[config.mk]
export PLATFORM = sky130hd
export DESIGN_NAME = parallel_serial_flat
export DESIGN_NICKNAME = d
export VERILOG_FILES = /design/src/rtl/serial_adder_pkg.sv /design/src/rtl/parallel_serial_if.sv /design/src/rtl/parallel_serial.sv /design/src/flat_wrapper.sv
export SDC_FILE = /design/constraint.sdc
export NUM_CORES = 1
export LEC_CHECK = 0
export ABC_AREA = 1
export ABC_CLOCK_PERIOD_IN_PS = 3800
export BUFFER_PORTS_ARGS = -buffer_cell sky130_fd_sc_hd__buf_2
export CORE_MARGIN = 2
export CORE_UTILIZATION = 56
export CTS_CLUSTER_DIAMETER = 40
export DETAILED_ROUTE_END_ITERATION = 7
export GPL_ROUTABILITY_DRIVEN = 0
export PLACE_DENSITY = 0.86
export SLEW_MARGIN = 10
export SYNTH_ARGS = -nofsm -noshare
export SYNTH_HDL_FRONTEND = slang
export SYNTH_SLANG_ARGS = --single-unit
[constraint.sdc]
create_clock -name clk_i -period 3.8 [get_ports clk_i]
set_clock_uncertainty 0.2 [all_clocks]
set_input_delay 0.76 -clock clk_i [delete_from_list [all_inputs] [get_ports clk_i]]
set_output_delay 0.76 -clock clk_i [all_outputs]
set_load 0.05 [all_outputs]
[src/rtl/serial_adder_pkg.sv]
// Shared types for the serial adder datapath: the PISO state encoding and the
// operand / result word widths used by the serializer and deserializer.
package serial_adder_pkg;

  localparam int DEFAULT_WIDTH = 8;

  typedef enum logic [1:0] {
    IDLE  = 2'd0,
    SHIFT = 2'd1,
    DONE  = 2'd2
  } piso_state_e;

  typedef logic [DEFAULT_WIDTH-1:0] piso_word_t;
  typedef logic [DEFAULT_WIDTH-1:0] sipo_word_t;

endpackage

[src/rtl/parallel_serial_if.sv]
// Load handshake plus serial stream of the PISO; the slave side is the serializer.
interface parallel_serial_if #(
  parameter int WIDTH = serial_adder_pkg::DEFAULT_WIDTH
);
  logic [WIDTH-1:0] data_i;
  logic             load_valid_i;
  logic             load_ready_o;
  logic             shift_en_i;
  logic             serial_o;
  logic             serial_valid_o;
  logic             last_o;
  logic             busy_o;
  logic             done_o;

  modport master (
    output data_i, load_valid_i, shift_en_i,
    input  load_ready_o, serial_o, serial_valid_o, last_o, busy_o, done_o
  );

  modport slave (
    input  data_i, load_valid_i, shift_en_i,
    output load_ready_o, serial_o, serial_valid_o, last_o, busy_o, done_o
  );
endinterface

[src/rtl/parallel_serial.sv]
// Parallel-to-serial shifter: accepts a word on a valid/ready load, emits it one
// bit per shift_en_i cycle, flags the last bit and pulses done after it is taken.
module parallel_serial
  import serial_adder_pkg::*;
#(
  parameter int WIDTH     = DEFAULT_WIDTH,
  parameter bit LSB_FIRST = 1'b1
) (
  input  logic               clk_i,
  input  logic               reset_n_i,
  parallel_serial_if.slave   bus
);

  localparam int CW = (WIDTH > 1) ? $clog2(WIDTH) : 1;

  piso_state_e      r_state;
  logic [WIDTH-1:0] r_shreg;
  logic [CW-1:0]    r_cnt;
  logic             r_ready;
  logic             r_valid;
  logic             r_busy;
  logic             r_last;
  logic             r_done;

  logic             w_accept;
  logic [WIDTH-1:0] w_shifted;

  assign w_accept  = bus.load_valid_i && r_ready;
  // Zero-fill so the serial output settles to 0 once the word has drained.
  assign w_shifted = LSB_FIRST ? (r_shreg >> 1) : (r_shreg << 1);

  assign bus.serial_o       = LSB_FIRST ? r_shreg[0] : r_shreg[WIDTH-1];
  assign bus.load_ready_o   = r_ready;
  assign bus.serial_valid_o = r_valid;
  assign bus.last_o         = r_last;
  assign bus.busy_o         = r_busy;
  assign bus.done_o         = r_done;

  always_ff @(posedge clk_i or negedge reset_n_i) begin
    if (!reset_n_i) begin
      r_state <= IDLE;
      r_shreg <= '0;
      r_cnt   <= '0;
      r_ready <= 1'b0;
      r_valid <= 1'b0;
      r_busy  <= 1'b0;
      r_last  <= 1'b0;
      r_done  <= 1'b0;
    end else begin
      r_done <= 1'b0;
      case (r_state)
        IDLE, DONE: begin
          if (w_accept) begin
            r_shreg <= bus.data_i;
            r_cnt   <= '0;
            r_ready <= 1'b0;
            r_valid <= 1'b1;
            r_busy  <= 1'b1;
            r_last  <= 1'b0;
            r_state <= SHIFT;
          end else begin
            r_ready <= 1'b1;
            r_state <= IDLE;
          end
        end
        SHIFT: begin
          if (bus.shift_en_i) begin
            r_shreg <= w_shifted;
            if (r_last) begin
              r_cnt   <= '0;
              r_last  <= 1'b0;
              r_valid <= 1'b0;
              r_busy  <= 1'b0;
              r_ready <= 1'b1;
              r_done  <= 1'b1;
              r_state <= DONE;
            end else begin
              r_cnt  <= r_cnt + 1'b1;
              r_last <= (r_cnt == CW'(WIDTH - 2));
            end
          end
        end
        default: begin
          r_ready <= 1'b0;
          r_valid <= 1'b0;
          r_busy  <= 1'b0;
          r_last  <= 1'b0;
          r_state <= IDLE;
        end
      endcase
    end
  end

endmodule

[src/flat_wrapper.sv]
// flat-port wrapper written by rule: the top's interface ports become plain ports
module parallel_serial_flat import serial_adder_pkg::*;
#(
  parameter int WIDTH     = DEFAULT_WIDTH,
  parameter bit LSB_FIRST = 1'b1
)
  (clk_i, reset_n_i, bus_data_i, bus_load_valid_i, bus_shift_en_i, bus_load_ready_o, bus_serial_o, bus_serial_valid_o, bus_last_o, bus_busy_o, bus_done_o);
  parallel_serial_if #(.WIDTH(WIDTH)) bus_i ();
  input  logic clk_i;
  input  logic reset_n_i;
  input wire logic [$bits(bus_i.data_i)-1:0] bus_data_i;
  input wire logic [$bits(bus_i.load_valid_i)-1:0] bus_load_valid_i;
  input wire logic [$bits(bus_i.shift_en_i)-1:0] bus_shift_en_i;
  output wire logic [$bits(bus_i.load_ready_o)-1:0] bus_load_ready_o;
  output wire logic [$bits(bus_i.serial_o)-1:0] bus_serial_o;
  output wire logic [$bits(bus_i.serial_valid_o)-1:0] bus_serial_valid_o;
  output wire logic [$bits(bus_i.last_o)-1:0] bus_last_o;
  output wire logic [$bits(bus_i.busy_o)-1:0] bus_busy_o;
  output wire logic [$bits(bus_i.done_o)-1:0] bus_done_o;
  assign bus_i.data_i = bus_data_i;
  assign bus_i.load_valid_i = bus_load_valid_i;
  assign bus_i.shift_en_i = bus_shift_en_i;
  assign bus_load_ready_o = bus_i.load_ready_o;
  assign bus_serial_o = bus_i.serial_o;
  assign bus_serial_valid_o = bus_i.serial_valid_o;
  assign bus_last_o = bus_i.last_o;
  assign bus_busy_o = bus_i.busy_o;
  assign bus_done_o = bus_i.done_o;
  parallel_serial #(.WIDTH(WIDTH), .LSB_FIRST(LSB_FIRST)) u_core (.clk_i(clk_i), .reset_n_i(reset_n_i), .bus(bus_i));
endmodule
==> results of run 1 <==
## flip-flops by register name, indices dropped and copies added, names as in the netlist
register	cells
u_core.bus.busy_o	1
u_core.bus.done_o	1
u_core.bus.last_o	1
u_core.bus.load_ready_o	1
u_core.r_cnt	3
u_core.r_shreg	8
u_core.r_state	2
## cells in the final DEF, fill, tap and decap left out, drive strengths merged
| cell type | n |
|---|---|
| nand2 | 48 |
| buf | 17 |
| dfrtp | 17 |
| nand3 | 14 |
| inv | 8 |
| o21ai | 7 |
| nor2 | 4 |
| clkbuf | 4 |
| nand4 | 2 |
| ha | 2 |
| xnor2 | 1 |
## report_power, final
| part | total (µW) | leakage (µW) | switching (µW) | internal, µW |
|---|---|---|---|---|
| clock network | 93.2 | 0.0000150 | 52.5 | 40.7 |
| registers | 306 | 0.000219 | 58.9 | 247 |
| logic | 363 | 0.000326 | 252 | 111 |
| total | 763 | 0.000559 | 363 | 399 |
## synth_stat cells
cell / count / share of area
buf_4: 2 / 0.017
inv_2: 1 / 0.0042
buf_6: 1 / 0.012
dfrtp_1: 17 / 0.47
nand4_1: 2 / 0.014
xnor2_1: 1 / 0.0097
ha_1: 2 / 0.028
nand2_2: 2 / 0.014
nor2_8: 1 / 0.022
o21ai_0: 5 / 0.028
nor2_1: 3 / 0.012
nand2_1: 45 / 0.19
nand3_1: 5 / 0.028
inv_1: 7 / 0.029
o21ai_1: 2 / 0.011
nand3_2: 9 / 0.10
nand2_4: 1 / 0.012
## worst paths after layout
kind,from,end,slack (ns),cells after the start
max,u_core.bus.load_ready_o,bus_load_ready_o,1.83,1
min,reset_n_i,u_core.bus.busy_o,0.18,1
min reg2reg,u_core.bus.busy_o,u_core.bus.busy_o,0.29,2
max reg2reg,u_core.r_state[0],u_core.r_shreg[7],2.19,4
max in group asynchronous,reset_n_i,u_core.r_shreg[4],2.94,1
min in group clk_i,u_core.bus.busy_o,u_core.bus.busy_o,0.29,2
## layer usage
layer | global-route usage | vias up | share of wire
li1 | - | 372 | -
met4 | 0.07273 | 0 | 0.0078
met3 | 0.04082 | 2 | 0.039
met2 | 0.3588 | 14 | 0.47
met5 | 0 | - | 0
met1 | 0.2789 | 346 | 0.48
## cell type report
class	instances	area (µm²)	share of cell area
multi-input cells	78	420.4	0.4174
inverters	8	30.03	0.02981
well taps	16	20.02	0.01988
clock buffers	4	26.28	0.02609
flip-flops and latches	17	425.4	0.4224
repair buffers	17	85.08	0.08447
## per-stage QoR
| step | worst slack (ns) | util | cells | power [µW] |
|---|---|---|---|---|
| 6_report | 1.827 | 0.6686 | 140 | 762.7 |
| 5_1_grt | 1.786 | 0.6686 | 140 | 835.1 |
| 4_1_cts | 1.819 | 0.6686 | 140 | 767.3 |
| 3_5_place_dp | 1.911 | 0.6512 | 136 | 673.2 |
| 3_3_place_gp | 1.937 | 0.6512 | 136 | 658.0 |
| 2_1_floorplan | 1.936 | - | 106 | 600.4 |
## cells by family after synthesis
kind of cell / Yosys count / synth area share
AOI/OAI and AO/OA: 7 / 0.03883
buffers and inverters: 11 / 0.06241
DFF: 17 / 0.4716
and+or+nand+nor: 68 / 0.3897
adders and majority gates: 2 / 0.02773
xor gates and xnor gates: 1 / 0.009711
==> run metrics, run 1 <==
CTS max path bufs=2; unrepaired setup endpoints after global routing=no; leak pwr=~0.00056 µW; grt ovf=0; vias=~730; Num CTS Buffers=3; Syn Nets=120; htree depth=1; setup_tns=0 ns; vias per cell=5.243; Startpoint Class=flip-flop; part of the Yosys area used for sequential elements=0.4716; clock-pin slew on the worst setup and hold paths=~0.09 ns; nets@finish=around 140; die area=about 0.0019 mm²; boundary pin count=18; Clk Latency, worst-skew pair=between 0.2 and 0.3 ns; Layout fillers=between 100 and 150; endpoints failing setup=0; Area Growth Syn to Fin=11.65%; status=completed; diode count=0; initial core utilization=0.5988; Max Slew Vio Count=0; worst path bufs/invs=1; DR pass1 iterations=4; CP Data Required Time=2.84 ns; post-route ant nets=0; Crit Path Class=reg2out; Rel. slew slack=0.7451; Critical Path Max Stage Delay=0.44 ns; Hold Vio Cnt, Final=0; final cycle utilization of the critical path=0.5192; average cell area after synthesis=between 8 and 9 µm²; num rows=14; Cell variety after synth=17; cells after synthesis=approximately 110; Least-Margin Pin Slew=0.3824 ns; Seq cells post-synth=17; slowest stage cell, crit path=dfrtp_1; Worst setup EP type=output port; Root Driver=clkbuf_4; post-CTS repair timing setup buffer count=0; CP max FO=5; post-placement cell area=slightly below 0.001 mm²; WL per Instance=between 10 and 15 µm; vias in the first global route=~730; Die Y-Extent=around 44 µm; Fin Hold WS=roughly 0.18 ns; largest net degree at the start of global routing=18; first-pass GRT wire length=slightly above 3 mm; clk sinks=17; MaxCap Viol Count=0; crit path cell chain=buf_2; fraction of layout cells with a size suffix above 1=0.2742; crit-path leading delay family=flip-flops; cts hold-fix bufs=0; post-cts resize count=0; # DRC=0; finished layout cell area=0.001007 mm²; wirelength, routed=about 1.7 mm; Core Area=0.001506 mm²; Peak VDD IR=a little under 0.5 mV; drt first-iter violations=7; post-route minimum period=1.973 ns; initial antenna violation count=0; pwr/cell area=approximately 760 mW/mm²; TritonCTS clock tree=yes; HP Class=in2async; f_max=~0.51 GHz; Critical Path AT=just over 1 ns; mapped cell area=902.1 µm²; Die Width=44.14 µm; port bufs=17; Post-DP HPWL=roughly 1.3 mm; Synthesis Warnings=0; Total Routing Usage GR=0.2146
(Power assumes the default switching activity.)
==> run 2, diff against run 1 <==
Settings changed: ABC_CLOCK_PERIOD_IN_PS 3800 to 1700, CORE_UTILIZATION 56 to 47, PLACE_DENSITY 0.86 to 0.78.
Clock period 3.8 ns to 1.7 ns, I/O delays scaled along.
==> run metrics, run 2 (synthesis results as in run 1) <==
Crit. path cell count=1; vias=721; TritonCTS clock tree=yes; leading registers by flop count=u_core.r_shreg x8, u_core.r_cnt x3, u_core.r_state x2; vias per cell=around 4.8; Rel. slew slack=0.7509; wirelength, routed=between 1.5 and 2 mm; Hold Vio Cnt, Final=0; CTS max path bufs=2; grt ovf=0; num rows=15; boundary pin count=18; status=completed; R2R Path Start=u_core.r_state[0]; Clk Latency, worst-skew pair=0.28 ns; post-route ant nets=0; Peak VDD IR=approximately 0.83 mV; register with the most flip-flops=u_core.r_shreg; DR pass1 iterations=4; endpoints failing setup=0; f_max=around 0.65 GHz; Hold Crit Depth=3; Root Driver=clkbuf_4; clk sinks=17; Crit Path Class=reg2out; Worst R2R End=u_core.r_shreg[4]; final cycle utilization of the critical path=0.9092; WL per Instance=10.73 µm; MaxCap Viol Count=0; first-pass GRT wire length=2.490 mm; pwr/cell area=around 1600 mW/mm²; # DRC=0; CP Data Required Time=1.16 ns; worst path bufs/invs=1; initial antenna violation count=0; crit-path leading delay family=flip-flops; die area=approximately 0.0023 mm²; Critical Path Max Stage Delay=around 0.43 ns; post-route minimum period=1.546 ns; largest net degree at the start of global routing=18; commonest non-fill, non-tap cell in the layout=nand2_1; Fin Hold WS=0.1224 ns; Hold EP=u_core.r_shreg[7]; cell count of the worst reg-to-reg path=5; Post-DP HPWL=~1.2 mm; Total Routing Usage GR=0.1606; post-cts resize count=0; hold path startpoint=bus_data_i[7]; Max Slew Vio Count=0; final total power=approximately 1700 µW; Least-Margin Pin Slew=between 0.3 and 0.4 ns; max reg flops=8; nets@finish=approximately 140; HP Class=in2reg; Area Growth Syn to Fin=14.84%; drt first-iter violations=12; initial core utilization=0.5113; unrepaired setup endpoints after global routing=no; clock-pin slew on the worst setup and hold paths=~0.10 ns; Critical Path AT=1.01 ns; Die Y-Extent=between 40 and 50 µm; Die Width=between 40 and 50 µm; htree depth=1; port bufs=17; diode count=0; Num CTS Buffers=3; setup_tns=0 ns; most frequent cells in the layout=nand2_1 (45), buf_2 (17), dfrtp_1 (17); leak pwr=roughly 0.00057 µW; R2R Setup Slk=roughly 0.25 ns; crit path cell chain=buf_2; Startpoint Class=flip-flop; fraction of layout cells with a size suffix above 1=0.2778; Core Area=about 0.0018 mm²; vias in the first global route=between 600 and 700; Worst setup EP type=output port; slowest stage cell, crit path=dfrtp_1; CP max FO=5
## run 2: worst register-to-register path, delay by kind of cell, from the launching register on
kind / cells / cell delay (ns)
and+or+nand+nor: 3 / 0.32
buffers and inverters: 2 / 0.39
DFF: 1 / 0.44
## run 2: area by class of cell
type                    instances  area, µm²
clock buffers                   4      26.28
inverters                       8      30.03
repair buffers                 19      102.6
flip-flops and latches         17      425.4
well taps                      25      31.28
fillers                       172      728.2
multi-input cells              78      420.4
## run 2: power breakdown
part / leakage, µW / total [µW] / internal (µW) / switching, µW
logic: 0.000334 / 814 / 256 / 558
registers: 0.000219 / 681 / 553 / 128
clock network: 0.0000150 / 212 / 91.0 / 121
## run 2: worst max path at each step
stage                       startpoint           endpoint  slack, ns
2_1_floorplan  u_core.bus.load_ready_o    u_core.r_cnt[2]       0.20
3_3_place_gp         u_core.r_state[0]  u_core.r_shreg[4]       0.29
3_5_place_dp         u_core.r_state[0]  u_core.r_shreg[4]       0.27
4_1_cts        u_core.bus.load_ready_o   bus_load_ready_o       0.14
5_1_grt        u_core.bus.load_ready_o   bus_load_ready_o       0.09
6_report       u_core.bus.load_ready_o   bus_load_ready_o       0.15
## run 2: what timing repair did
action / 4_1_cts / 5_1_grt
hold buffers: 1 / 0
buffers inserted: 0 / 0
endpoints found under the hold margin: 17 / 0
## run 2: per-layer routing
metal	global-route usage	wire length (µm)
met1	0.2193	793
met2	0.2400	758
met3	0.03396	53
met4	0.08108	14
met5	0	0
## run 2: metrics by stage
| step | cells | area [µm²] | utilization | worst slack (ns) |
|---|---|---|---|---|
| finish | 151 | 1036 | 0.5872 | 0.1543 |
| global placement | 146 | 999.7 | 0.5667 | 0.2900 |
| floorplan | 106 | 902.1 | - | 0.1965 |
| detailed placement | 146 | 999.7 | 0.5667 | 0.2675 |
| CTS | 151 | 1036 | 0.5872 | 0.1436 |
| global route | 151 | 1036 | 0.5872 | 0.09270 |
